### config.mk
export PLATFORM = sky130hd
export DESIGN_NAME = imem_loader
export DESIGN_NICKNAME = d
export VERILOG_FILES = /design/src/rtl/imem_loader.sv
export SDC_FILE = /design/constraint.sdc
export NUM_CORES = 1
export LEC_CHECK = 0
export BUFFER_PORTS_ARGS = -buffer_cell sky130_fd_sc_hd__buf_2
export CORE_AREA = 10 10 272 274
export DETAILED_ROUTE_END_ITERATION = 10
export DIE_AREA = 0 0 282 284
export GPL_ROUTABILITY_DRIVEN = 0
export PLACE_DENSITY_LB_ADDON = 0.3
export SYNTH_ARGS = -nofsm -noshare
export SYNTH_HDL_FRONTEND = slang
export SYNTH_SLANG_ARGS = --single-unit
### constraint.sdc
create_clock -name CLOCK_50 -period 4.3 [get_ports CLOCK_50]
set_clock_uncertainty 0.1 [all_clocks]
set_input_delay 0.215 -clock CLOCK_50 [delete_from_list [all_inputs] [get_ports CLOCK_50]]
set_output_delay 0.215 -clock CLOCK_50 [all_outputs]
set_load 0.01 [all_outputs]
### src/rtl/imem_loader.sv
// Boot loader: packs a little-endian byte stream into the instruction RAM and
// parks the core on the halt opcode until a program is resident.
// Optional trailing XOR checksum byte: define IMEM_LOADER_CHECKSUM_EN.
module imem_loader #(
    parameter int          DEPTH    = 32,
    parameter int          ADDR_W   = 5,
    parameter logic [6:0]  HALT_OPC = 7'b1111111
) (
    input  logic              CLOCK_50,
    input  logic              reset_n,
    input  logic [7:0]        byte_data,
    input  logic              byte_valid,
    output logic              byte_ready,
    input  logic              reload,
    input  logic [ADDR_W-1:0] pc,
    output logic [31:0]       instr,
    output logic              cpu_run,
    output logic [ADDR_W:0]   words_loaded,
    output logic              err
);

    typedef enum logic [1:0] {
        S_LOAD  = 2'd0,
`ifdef IMEM_LOADER_CHECKSUM_EN
        S_CHECK = 2'd2,
        S_ERROR = 2'd3,
`endif
        S_RUN   = 2'd1
    } state_t;

    localparam logic [ADDR_W:0] DEPTH_W   = (ADDR_W+1)'(DEPTH);
    localparam logic [31:0]     HALT_WORD = {25'd0, HALT_OPC};

    state_t            state_reg, state_next;
    logic [1:0]        byte_idx_reg, byte_idx_next;
    logic [ADDR_W:0]   words_loaded_reg, words_loaded_next;
    logic [23:0]       word_buf;
    logic [31:0]       full_word;
    logic              accept;
    logic              load_accept;
    logic              word_done;
    logic              last_word;
    logic [31:0]       mem [DEPTH];

    // A reload in the same cycle swallows the byte.
    assign accept      = byte_valid & byte_ready & ~reload;
    assign load_accept = accept && (state_reg == S_LOAD);
    assign word_done   = load_accept && (byte_idx_reg == 2'd3);
    assign full_word   = {byte_data, word_buf};
    assign last_word   = (full_word[6:0] == HALT_OPC) || (words_loaded_reg + 1'b1 == DEPTH_W);

    // Lower three byte lanes of the word being assembled; byte 3 goes straight to RAM.
    generate
        for (genvar gi = 0; gi < 3; gi++) begin : g_lane
            logic [7:0] lane_reg;
            always_ff @(posedge CLOCK_50 or negedge reset_n) begin
                if (!reset_n) begin
                    lane_reg <= 8'd0;
                end else if (load_accept && byte_idx_reg == 2'(gi)) begin
                    lane_reg <= byte_data;
                end
            end
            assign word_buf[8*gi +: 8] = lane_reg;
        end
    endgenerate

    always_ff @(posedge CLOCK_50) begin
        if (word_done) begin
            mem[words_loaded_reg[ADDR_W-1:0]] <= full_word;
        end
    end

`ifdef IMEM_LOADER_CHECKSUM_EN
    logic [7:0] csum_reg, csum_next;

    always_comb begin
        csum_next = csum_reg;
        if (reload) begin
            csum_next = 8'd0;
        end else if (load_accept) begin
            csum_next = csum_reg ^ byte_data;
        end
    end

    always_ff @(posedge CLOCK_50 or negedge reset_n) begin
        if (!reset_n) begin
            csum_reg <= 8'd0;
        end else begin
            csum_reg <= csum_next;
        end
    end
`endif

    always_comb begin
        state_next        = state_reg;
        byte_idx_next     = byte_idx_reg;
        words_loaded_next = words_loaded_reg;
        if (reload) begin
            state_next        = S_LOAD;
            byte_idx_next     = 2'd0;
            words_loaded_next = '0;
        end else begin
            case (state_reg)
                S_LOAD: begin
                    if (accept) begin
                        byte_idx_next = byte_idx_reg + 2'd1;
                        if (byte_idx_reg == 2'd3) begin
                            words_loaded_next = words_loaded_reg + 1'b1;
                            if (last_word) begin
`ifdef IMEM_LOADER_CHECKSUM_EN
                                state_next = S_CHECK;
`else
                                state_next = S_RUN;
`endif
                            end
                        end
                    end
                end
`ifdef IMEM_LOADER_CHECKSUM_EN
                S_CHECK: begin
                    if (accept) begin
                        state_next = (byte_data == csum_reg) ? S_RUN : S_ERROR;
                    end
                end
`endif
                default: ;
            endcase
        end
    end

    always_ff @(posedge CLOCK_50 or negedge reset_n) begin
        if (!reset_n) begin
            state_reg        <= S_LOAD;
            byte_idx_reg     <= 2'd0;
            words_loaded_reg <= '0;
        end else begin
            state_reg        <= state_next;
            byte_idx_reg     <= byte_idx_next;
            words_loaded_reg <= words_loaded_next;
        end
    end

`ifdef IMEM_LOADER_CHECKSUM_EN
    assign byte_ready = (state_reg == S_LOAD) || (state_reg == S_CHECK);
    assign err        = (state_reg == S_ERROR);
`else
    assign byte_ready = (state_reg == S_LOAD);
    assign err        = 1'b0;
`endif
    assign cpu_run      = (state_reg == S_RUN);
    assign words_loaded = words_loaded_reg;

    // Only words of the current load are visible, and only once running.
    assign instr = (cpu_run && ({1'b0, pc} < words_loaded_reg)) ? mem[pc] : HALT_WORD;

endmodule
[Word level (Yosys, flattened, before mapping)]
Memories as Yosys holds them, arrays and structs flattened.
Index checks and enable logic that the tools add are counted.
Storage, ports and cells
  RAM bits: 1024
  input port bits: 17
  bits in registers: 34
  output and inout port bits: 41
  memories: 1
  word-level logic and storage cells: 50
Cells by class
  bitwise operators: 3
  mux-type cells: 15
  reduce and logical (&&, ||, !) cells: 16
  $add $sub $neg: 2
  equality and inequality tests: 6
  order comparisons: 1
Memories
  mem: depth 32, bits a word 32, read ports 1, clocked after Yosys merged registers in 0, wr ports 1, RTL line 43  | logic [31:0] mem [DEPTH];
Operators with widths (count)
  32-bit 2-to-1 mux: 1
  6-bit 2-to-1 mux: 4
  2-bit 2-to-1 mux: 8
  2-bit nonzero test: 4
  7-bit equality test (second input constant): 1
  6-bit by 1-bit adder with 6-bit output (second input constant): 1
  6-bit equality test (second input constant): 1
  1-bit logical AND: 6
  5-bit by 6-bit less-than comparator with 1-bit output: 1
  2-bit by 1-bit equality test with 1-bit output (second input constant): 2
  2-bit equality test (second input constant): 2
  2-bit zero test: 2
  4-bit AND reduction: 1
  3-bit AND reduction: 1
  2-bit by 1-bit adder with 2-bit output (second input constant): 1
  1-bit bitwise AND: 2
  1-bit 2-to-1 mux: 2
  2-bit AND reduction: 1
  1-bit logical OR: 1
  1-bit NOT: 1

[Depth between registers and ports, before layout]
Gate-level depths: netlist of run 1.
  depth in word-level cells: 8
  gate-level depth with buffers: 10
  gate-level depth less buffers: 7

[Least setup slack after synthesis of run 1]
Ideal clock, no wire load.
  kind: register -> register
  start: register state_reg[0]
  end: memory mem[19][0], enable pin
  path slack: 642 ps
  setup time: 461 ps
  path buffers: 0
  arrival: 3097 ps
  cell stages (with the launch flop): 4
  period minus slack after synthesis: 3658 ps
  data required time: 3739 ps
  cells stage by stage: dfrtp_1 nor2_1 nand3_1 nor3_1
Between the ends
  word-level cells in the longest chain between the ends: 7
RTL lines
  start, declared: RTL line 34  | state_t state_reg, state_next;
  start signal, assigned: RTL line 137  | state_reg <= state_next;
  2-bit zero test (*): RTL line 47, 147
  1-bit bitwise AND (2 in series): RTL line 46  | assign accept = byte_valid & byte_ready & ~reload;
  1-bit logical AND (*): RTL line 47  | assign load_accept = accept && (state_reg == S_LOAD);
  1-bit logical AND (*): RTL line 48  | assign word_done = load_accept && (byte_idx_reg == 2'd3);
  1-bit 2-to-1 mux (*): RTL line 68  | if (word_done) begin
  1-bit 2-to-1 mux (implied by the code) (*): RTL line 69  | mem[words_loaded_reg[ADDR_W-1:0]] <= full_word;
  end, declared: RTL line 43
Mark *: on every way between the ends. The rest lies on a longest branch, timed or not.

[Final worst setup path of run 1]
  start: register words_loaded_reg[2], in the netlist words_loaded[2]
  end: output port instr[7]
Between the ends
  word-level cells in the longest chain between the ends: 3
RTL lines
  start, declared: RTL line 36  | logic [ADDR_W:0] words_loaded_reg, words_loaded_next;
  start signal, assigned: RTL line 139  | words_loaded_reg <= words_loaded_next;
  5-bit by 6-bit less-than comparator with 1-bit output: RTL line 154  | assign instr = (cpu_run && ({1'b0, pc} < words_loaded_reg)) ? mem[pc] : HALT_WORD;
  1-bit logical AND: RTL line 154
  32-bit 2-to-1 mux: RTL line 154
  end, declared: RTL line 16  | output logic [31:0] instr,
No other way between the ends.

==> summary.txt, run 1 <==
====================================================================================
Share of cells above drive strength 1                                          21.9%
Part of the total power dissipated in combinational logic                       3.8%
CP delay by family, top                                                 buffers and inverters
Met1 usage                                                                     32.3%
Max cap viols                                                                      0
Worst path bufs/invs                                                               3
Number of nets in the synthesized netlist                                       2055
Post-DP HPWL                                                                 54.2 mm
Depth of the critical timing path with buffers and inverters included              9
CTS Root Cell                                                           sky130_fd_sc_hd__clkbuf_16
Leakage                                                                      15.3 nW
R2r setup slk                                                                1190 ps
Initial antenna violation count                                                    2
TritonCTS clock tree                                                           built
WL per Instance                                                              31.3 um
Critical-path top delay cell                                            sky130_fd_sc_hd__buf_4
Setup violations, final                                                            0
Maximum vdd ir drop                                                           414 uV
Port Buffers                                                                      56
Data arrival, critical path                                                  3840 ps
Most frequently used cell type in the post-synthesis netlist            sky130_fd_sc_hd__edfxtp_1
Max_slew headroom                                                              21.7%
Initial core utilization                                                       59.7%
Number of nets with antenna violations after detailed routing                      0
Horizontal die dimension                                                      282 um
Met2 usage                                                                     40.9%
Via count of the first global-routing pass                                     21486
Post-route design area                                                     46100 um2
Net switching power                                                        0.00482 W
Maximum operating frequency                                                  241 MHz
Worst setup path category                                                 reg -> out
Final TNS setup                                                                 0 ps
Area after detailed placement                                              42800 um2
Relative contribution of the clock network to total power                      39.1%
Maximum fanout count along the critical path                                      32
Endpoint kind of the worst setup timing path                              output pin
Critical path startpoint category                                               flop
Global route hottest layer                                                      met2
Area growth syn-to-layout                                                      12.9%
First-pass DRT Iterations                                                          7
Cell types with the largest area share after synthesis                  sky130_fd_sc_hd__edfxtp_1 75%, sky130_fd_sc_hd__mux4_2 7.2%, sky130_fd_sc_hd__mux2i_1 6.2%
Total power after layout                                                    0.0222 W
Most frequent cells after synthesis                                     1024 x sky130_fd_sc_hd__edfxtp_1, 251 x sky130_fd_sc_hd__mux2i_1, 131 x sky130_fd_sc_hd__mux4_2
Count of cells along the worst hold path                                           1
Count of pins on the block boundary                                               58
Worst slew pin tran                                                          1170 ps
Worst hold-check path type                                                 in -> reg
Post-synthesis area per instance                                            20.2 um2
Post CTS Setup Buffer Count                                                        0
# nets final                                                                    2190
Inserted Clock Buffers                                                            98
Distinct cell type count of the synthesized netlist                               46
CTS sink count                                                                  1057
Global route overflow                                                              0
Yosys warning count                                                                0
Dominant register cell in the synthesized netlist                       sky130_fd_sc_hd__edfxtp_1
Cell area after synthesis                                                  40800 um2
Clk Latency, worst-skew pair                                                  660 ps
Clock slew at reported path FFs                                                70 ps
Remaining routing DRC violations                                                   0
End point of the critical path                                              instr[7]
Tot GR Track Use                                                               24.5%
Number of levels in the clock H-tree                                               3
Switching share of power                                                       21.7%
Placeable Area                                                             68300 um2
Maximum cell stage delay along the critical path                              530 ps
Final min period                                                             4150 ps
Pwr per Cell Area                                                         481 nW/um2
Number of buffers on the longest clock path                                        3
Final Max Slew Viols                                                               0
Die H                                                                         284 um
Launching instance or port of the critical path                         words_loaded[2]
Vias per std cell                                                               6.75
Post-synthesis sequential element count                                         1057
Fraction of power consumed by sequential logic                                 57.1%
Worst R2R Start                                                         state_reg[0]
Total Wirelength                                                             97.7 mm
Number of flip-flops under the largest register name                            1024
Initial DRC count                                                               2590
Worst R2R End                                                             mem[8][18]
Critical path cell sequence                                             clkinv_1, ha_1, a21o_1, a31oi_1, nor2_1, nor4b_4, buf_4, a221o_1, buf_2
Final core utilization                                                         67.4%
Asr flop ratio synth                                                           3.12%
Count of cells along the worst register-to-register path                           5
Final-report hold violation count                                                  0
Total number of vias                                                           21089
Cell accounting for the most synthesized area                           sky130_fd_sc_hd__edfxtp_1
Met3 global-route usage                                                        5.11%
Sequential element share of the synthesized area                               77.4%
Outcome                                                                    completed
Overall die area                                                           80100 um2
Global-route wire length before repair                                        144 mm
Number of flops mapped to enable cells by yosys                                 1024
Period utilization                                                             96.6%
Count of mapped cells out of synthesis                                          2025
Maximum number of pins on one net before global-route repair                      67
Required time of the critical path                                           3980 ps
RSZ-0062 raised after global routing                                              no
Design internal power                                                       0.0173 W
Fraction of post-synthesis cell area in the top cell type by area              75.4%
Number of standard-cell rows in the floorplan                                     96
====================================================================================
## metrics by stage
step	hold slack (ps)	cells	setup slack, ps
floorplan	-181	2025	642
global route	30.2	3124	29.3
finish	49.5	3125	146
CTS	5.80	3124	216
detailed placement	302	2937	940
global placement	279	2937	1050
## timing repair
item                       4_1_cts  5_1_grt
resized for setup                0        0
setup endpoints to repair        0        0
hold buffers                     5        0
hold endpoints to repair        74        0
## worst min path at each step
| stage | start | slack (ps) | to |
|---|---|---|---|
| final | byte_data[5] | 50 | mem[15][29] |
| after global routing | byte_data[5] | 30 | mem[21][29] |
| after CTS | byte_data[5] | 6 | mem[15][29] |
| after detailed placement | reset_n | 300 | words_loaded[0] |
| after global placement | reset_n | 280 | words_loaded[0] |
| after floorplan | reset_n | -180 | byte_idx_reg[0] |
## cells by family after synthesis
| group | synth area share [%] |
|---|---|
| flops | 77.4 |
| mux | 14.1 |
| compound gates | 4.92 |
| simple gates | 1.48 |
| buf+inv | 1.65 |
| fa+ha+maj | 0.399 |
| xor+xnor | 0.0644 |
| other cells | 0.00919 |
## power by group through the flow
stage	clock, W	combinational, W	sequential [W]
detailed placement	0	0.000826	0.0129
CTS	0.00875	0.000837	0.0127
finish	0.00868	0.000840	0.0126
floorplan	0	0.000533	0.0126
global placement	0	0.000808	0.0128
global route	0.00916	0.000896	0.0127
## cell usage in the layout (no fill, tap or decap), drive strengths merged, types with 3 or more instances in the layout
master	count
edfxtp	1024
mux2i	251
buf	146
mux4	131
clkbuf	128
nor2	101
o21ai	70
a221oi	67
a22oi	65
clkinv	38
dfrtp	33
o22ai	32
mux2	26
a221o	25
ha	13
inv	12
nand3	11
nand2	9
bufinv	9
a21oi	6
clkinvlp	5
dlygate4sd3	5
and3	4
nor2b	4
a31oi	3
o21a	3
xnor2	3
## final cells by class
type	count	area, um2
inverters	10	40.0
flip-flops and latches	1057	31600
clock buffers	128	2690
well taps	882	1100
repair buffers	151	1300
clock inverters	54	546
multi-input cells	842	8810
diodes	1	2.50
fillers	4183	22300
## metal layers
metal  vias to the layer above  routed length (um)
met2                      1179               49400
li1                       8685                   -
met3                       209                9060
met1                     11014               36500
met4                         2                2770
met5                         -                  11
No activity file was read; power rests on OpenSTA's default activity.
==> inputs of run 2 (changes only) <==
CORE_AREA = 10 10 297 299   (was 10 10 272 274)
DIE_AREA = 0 0 307 309   (was 0 0 282 284)
SLEW_MARGIN = 30   (was not set)
clock period = 3.5 ns   (was 4.3 ns; I/O delays follow)
==> run 2 against run 1 <==
Net effect:
- critical endpoint is now instr[15]
- global-route usage fell by 3.5 points
- flip-flop and latch count did not move
- critical path depth rose by 1
- utilization fell by 10 points
- clock power rose by 21%
==> summary.txt, run 2 (synthesis gave the netlist of run 1 again) <==
=====================================================================================
Outcome                                                                     completed
Worst path bufs/invs                                                                4   +1
Launching instance or port of the critical path                          words_loaded[2]
Worst R2R End                                                              mem[23][2]
CTS sink count                                                                   1057   unchanged
Commonest non-fill, non-tap cells in the layout                          1024 x sky130_fd_sc_hd__edfxtp_1, 251 x sky130_fd_sc_hd__mux2i_1, 131 x sky130_fd_sc_hd__mux4_2, 103 x sky130_fd_sc_hd__clkbuf_16, 69 x sky130_fd_sc_hd__buf_4
End point of the worst hold path                                          mem[29][27]
Via count of the first global-routing pass                                      21268   -1.0%
Inserted Clock Buffers                                                            101   +3.1%
First-pass DRT Iterations                                                           5   -2
# nets final                                                                     2221   +1.4%
RSZ-0062 raised after global routing                                               no
Critical path cell sequence                                              clkinv_2, ha_1, a21o_1, a31oi_4, nor2_4, nor4b_4, buf_4, buf_12, a221o_1, buf_2
Endpoint kind of the worst setup timing path                               output pin
Count of cells along the worst register-to-register path                            5   unchanged
Max_slew headroom                                                               37.4%   +16 points
Maximum operating frequency                                                   293 MHz
Most frequent standard cell in the layout excluding fill and tap cells   sky130_fd_sc_hd__edfxtp_1
Worst hold-check path type                                                  in -> reg
Count of cells along the worst hold path                                            1   unchanged
Clock slew at reported path FFs                                                 60 ps   about the same
Global route overflow                                                               0   unchanged
WL per Instance                                                               29.8 um   -4.6%
Total number of vias                                                            21028   -0.29%
Share of cells above drive strength 1                                           23.3%   +1.4 points
Final min period                                                              3410 ps
Final TNS setup                                                                  0 ps   unchanged
Maximum fanout count along the critical path                                        7   -78%
Total Wirelength                                                              99.7 mm   +2.1%
Critical path startpoint category                                                flop
Total power after layout                                                     0.0271 W   +22%
Cell count after placement                                                       3143   +7.0%
Area after detailed placement                                               43400 um2   +1.4%
Count of non-filler cells in the finished layout                                 3345   +7.0%
Period utilization                                                              97.5%
Required time of the critical path                                            3220 ps   -760 ps
Number of standard-cell rows in the floorplan                                     105   +9.4%
Tot GR Track Use                                                                21.1%   -3.5 points
Clk Latency, worst-skew pair                                                   650 ps   about the same
Global-route wire length before repair                                         146 mm   +1.4%
CTS Root Cell                                                            sky130_fd_sc_hd__clkbuf_16
Critical-path top delay cell                                             sky130_fd_sc_hd__dfrtp_1
Remaining routing DRC violations                                                    0   unchanged
Number of buffers on the longest clock path                                         3   unchanged
Max cap viols                                                                       0   unchanged
Count of fill cells added during filler insertion                                5962   +43%
TritonCTS clock tree                                                            built
Setup violations, final                                                             0   unchanged
Number of levels in the clock H-tree                                                3   unchanged
Maximum cell stage delay along the critical path                               360 ps   -170 ps
Pwr per Cell Area                                                          578 nW/um2   +20%
Number of flip-flops under the largest register name                             1024   unchanged
Data arrival, critical path                                                   3140 ps   -700 ps
Initial antenna violation count                                                     3   +1
Worst R2R Start                                                          byte_idx_reg[0]
Worst setup path category                                                  reg -> out
Area growth syn-to-layout                                                       14.8%
Vias per std cell                                                                6.29   -6.8%
Overall die area                                                            94900 um2   +18%
Final Max Slew Viols                                                                0   unchanged
Post-DP HPWL                                                                  54.8 mm   +1.1%
Horizontal die dimension                                                       307 um   +8.9%
CP delay by family, top                                                  compound AO/OA/AOI/OAI gates
Final-report hold violation count                                                   0   unchanged
Count of pins on the block boundary                                                58   unchanged
Post-route design area                                                      46800 um2   +1.7%
Initial core utilization                                                        49.9%   -9.8 points
Die H                                                                          309 um   +8.8%
Port Buffers                                                                       56   unchanged
Maximum number of pins on one net before global-route repair                       58   -13%
Leakage                                                                       15.5 nW   +1.2%
R2r setup slk                                                                  640 ps   -550 ps
Source of the worst hold timing path                                     byte_data[3]
Antenna fix cells                                                                   0   -1
Initial DRC count                                                                2282   -12%
Worst slew pin tran                                                            938 ps   -236 ps
Placeable Area                                                              81800 um2   +20%
Number of nets with antenna violations after detailed routing                       0   unchanged
Maximum vdd ir drop                                                            484 uV   +17%
=====================================================================================
[run 2: cell types whose count changed in the layout (fill, tap and decap cells not counted), sizes merged]
| cell | before | now |
|---|---|---|
| diode | 1 | 0 |
| nor2b | 4 | 5 |
| bufinv | 9 | 6 |
| clkinvlp | 5 | 4 |
| clkinv | 38 | 34 |
| clkbuf | 128 | 142 |
| buf | 146 | 172 |
[run 2: worst register-to-register path, delay by kind of cell (launching register included)]
kind	cells	cell delay, ps
simple gates	3	1400
flops	1	420
buf+inv	1	310
fa+ha+maj	1	290
[run 2: how the worst max path moves through the flow]
stage                       to  slack (ps)  cells after the start
floorplan           mem[29][0]         520                      4
detailed placement   instr[16]         410                      8
global route         instr[15]           4                     10
CTS                  instr[10]          20                      9
finish               instr[15]          90                     10
global placement     instr[25]         540                      8
[run 2: cell type report]
cell class              count  area, um2  share of cell area (%)
well taps                1070       1340                    2.86
inverters                  10       41.3                  0.0881
flip-flops and latches   1057      31600                    67.5
clock inverters            46        405                   0.865
repair buffers            178       1820                    3.88
multi-input cells         843       8870                    18.9
clock buffers             141       2780                    5.93
[run 2: timing repair]
action,in CTS,in global routing
endpoints found under the setup margin,29,29
resized for setup,9,3
buffers inserted,4,3
cloned,2,0
hold buffers,5,0
pin swaps,2,1
endpoints found under the hold margin,79,0
[run 2: power breakdown]
part | switching [W] | internal (W) | leakage (nW)
Clock | 0.00448 | 0.00598 | 1.55
Sequential | 0.000596 | 0.0148 | 9.64
Combinational | 0.000767 | 0.000466 | 4.31
[run 2: metal layers]
metal | GRT usage, % | part of all wire (%) | up-vias
li1 | - | - | 8743
met4 | 8.66 | 4.0 | 0
met1 | 27.6 | 39 | 11102
met2 | 35.4 | 50 | 981
met5 | 0 | 0 | -
met3 | 2.85 | 7.4 | 202
[run 2: stage by stage]
step	hold WS [ps]	setup WS, ps	util, %
after floorplan	-221	516	-
after global placement	237	536	53.0
after detailed placement	255	413	53.0
after CTS	8.14	16.1	57.2
after global routing	23.8	3.97	57.2
final	14.0	87.9	57.2
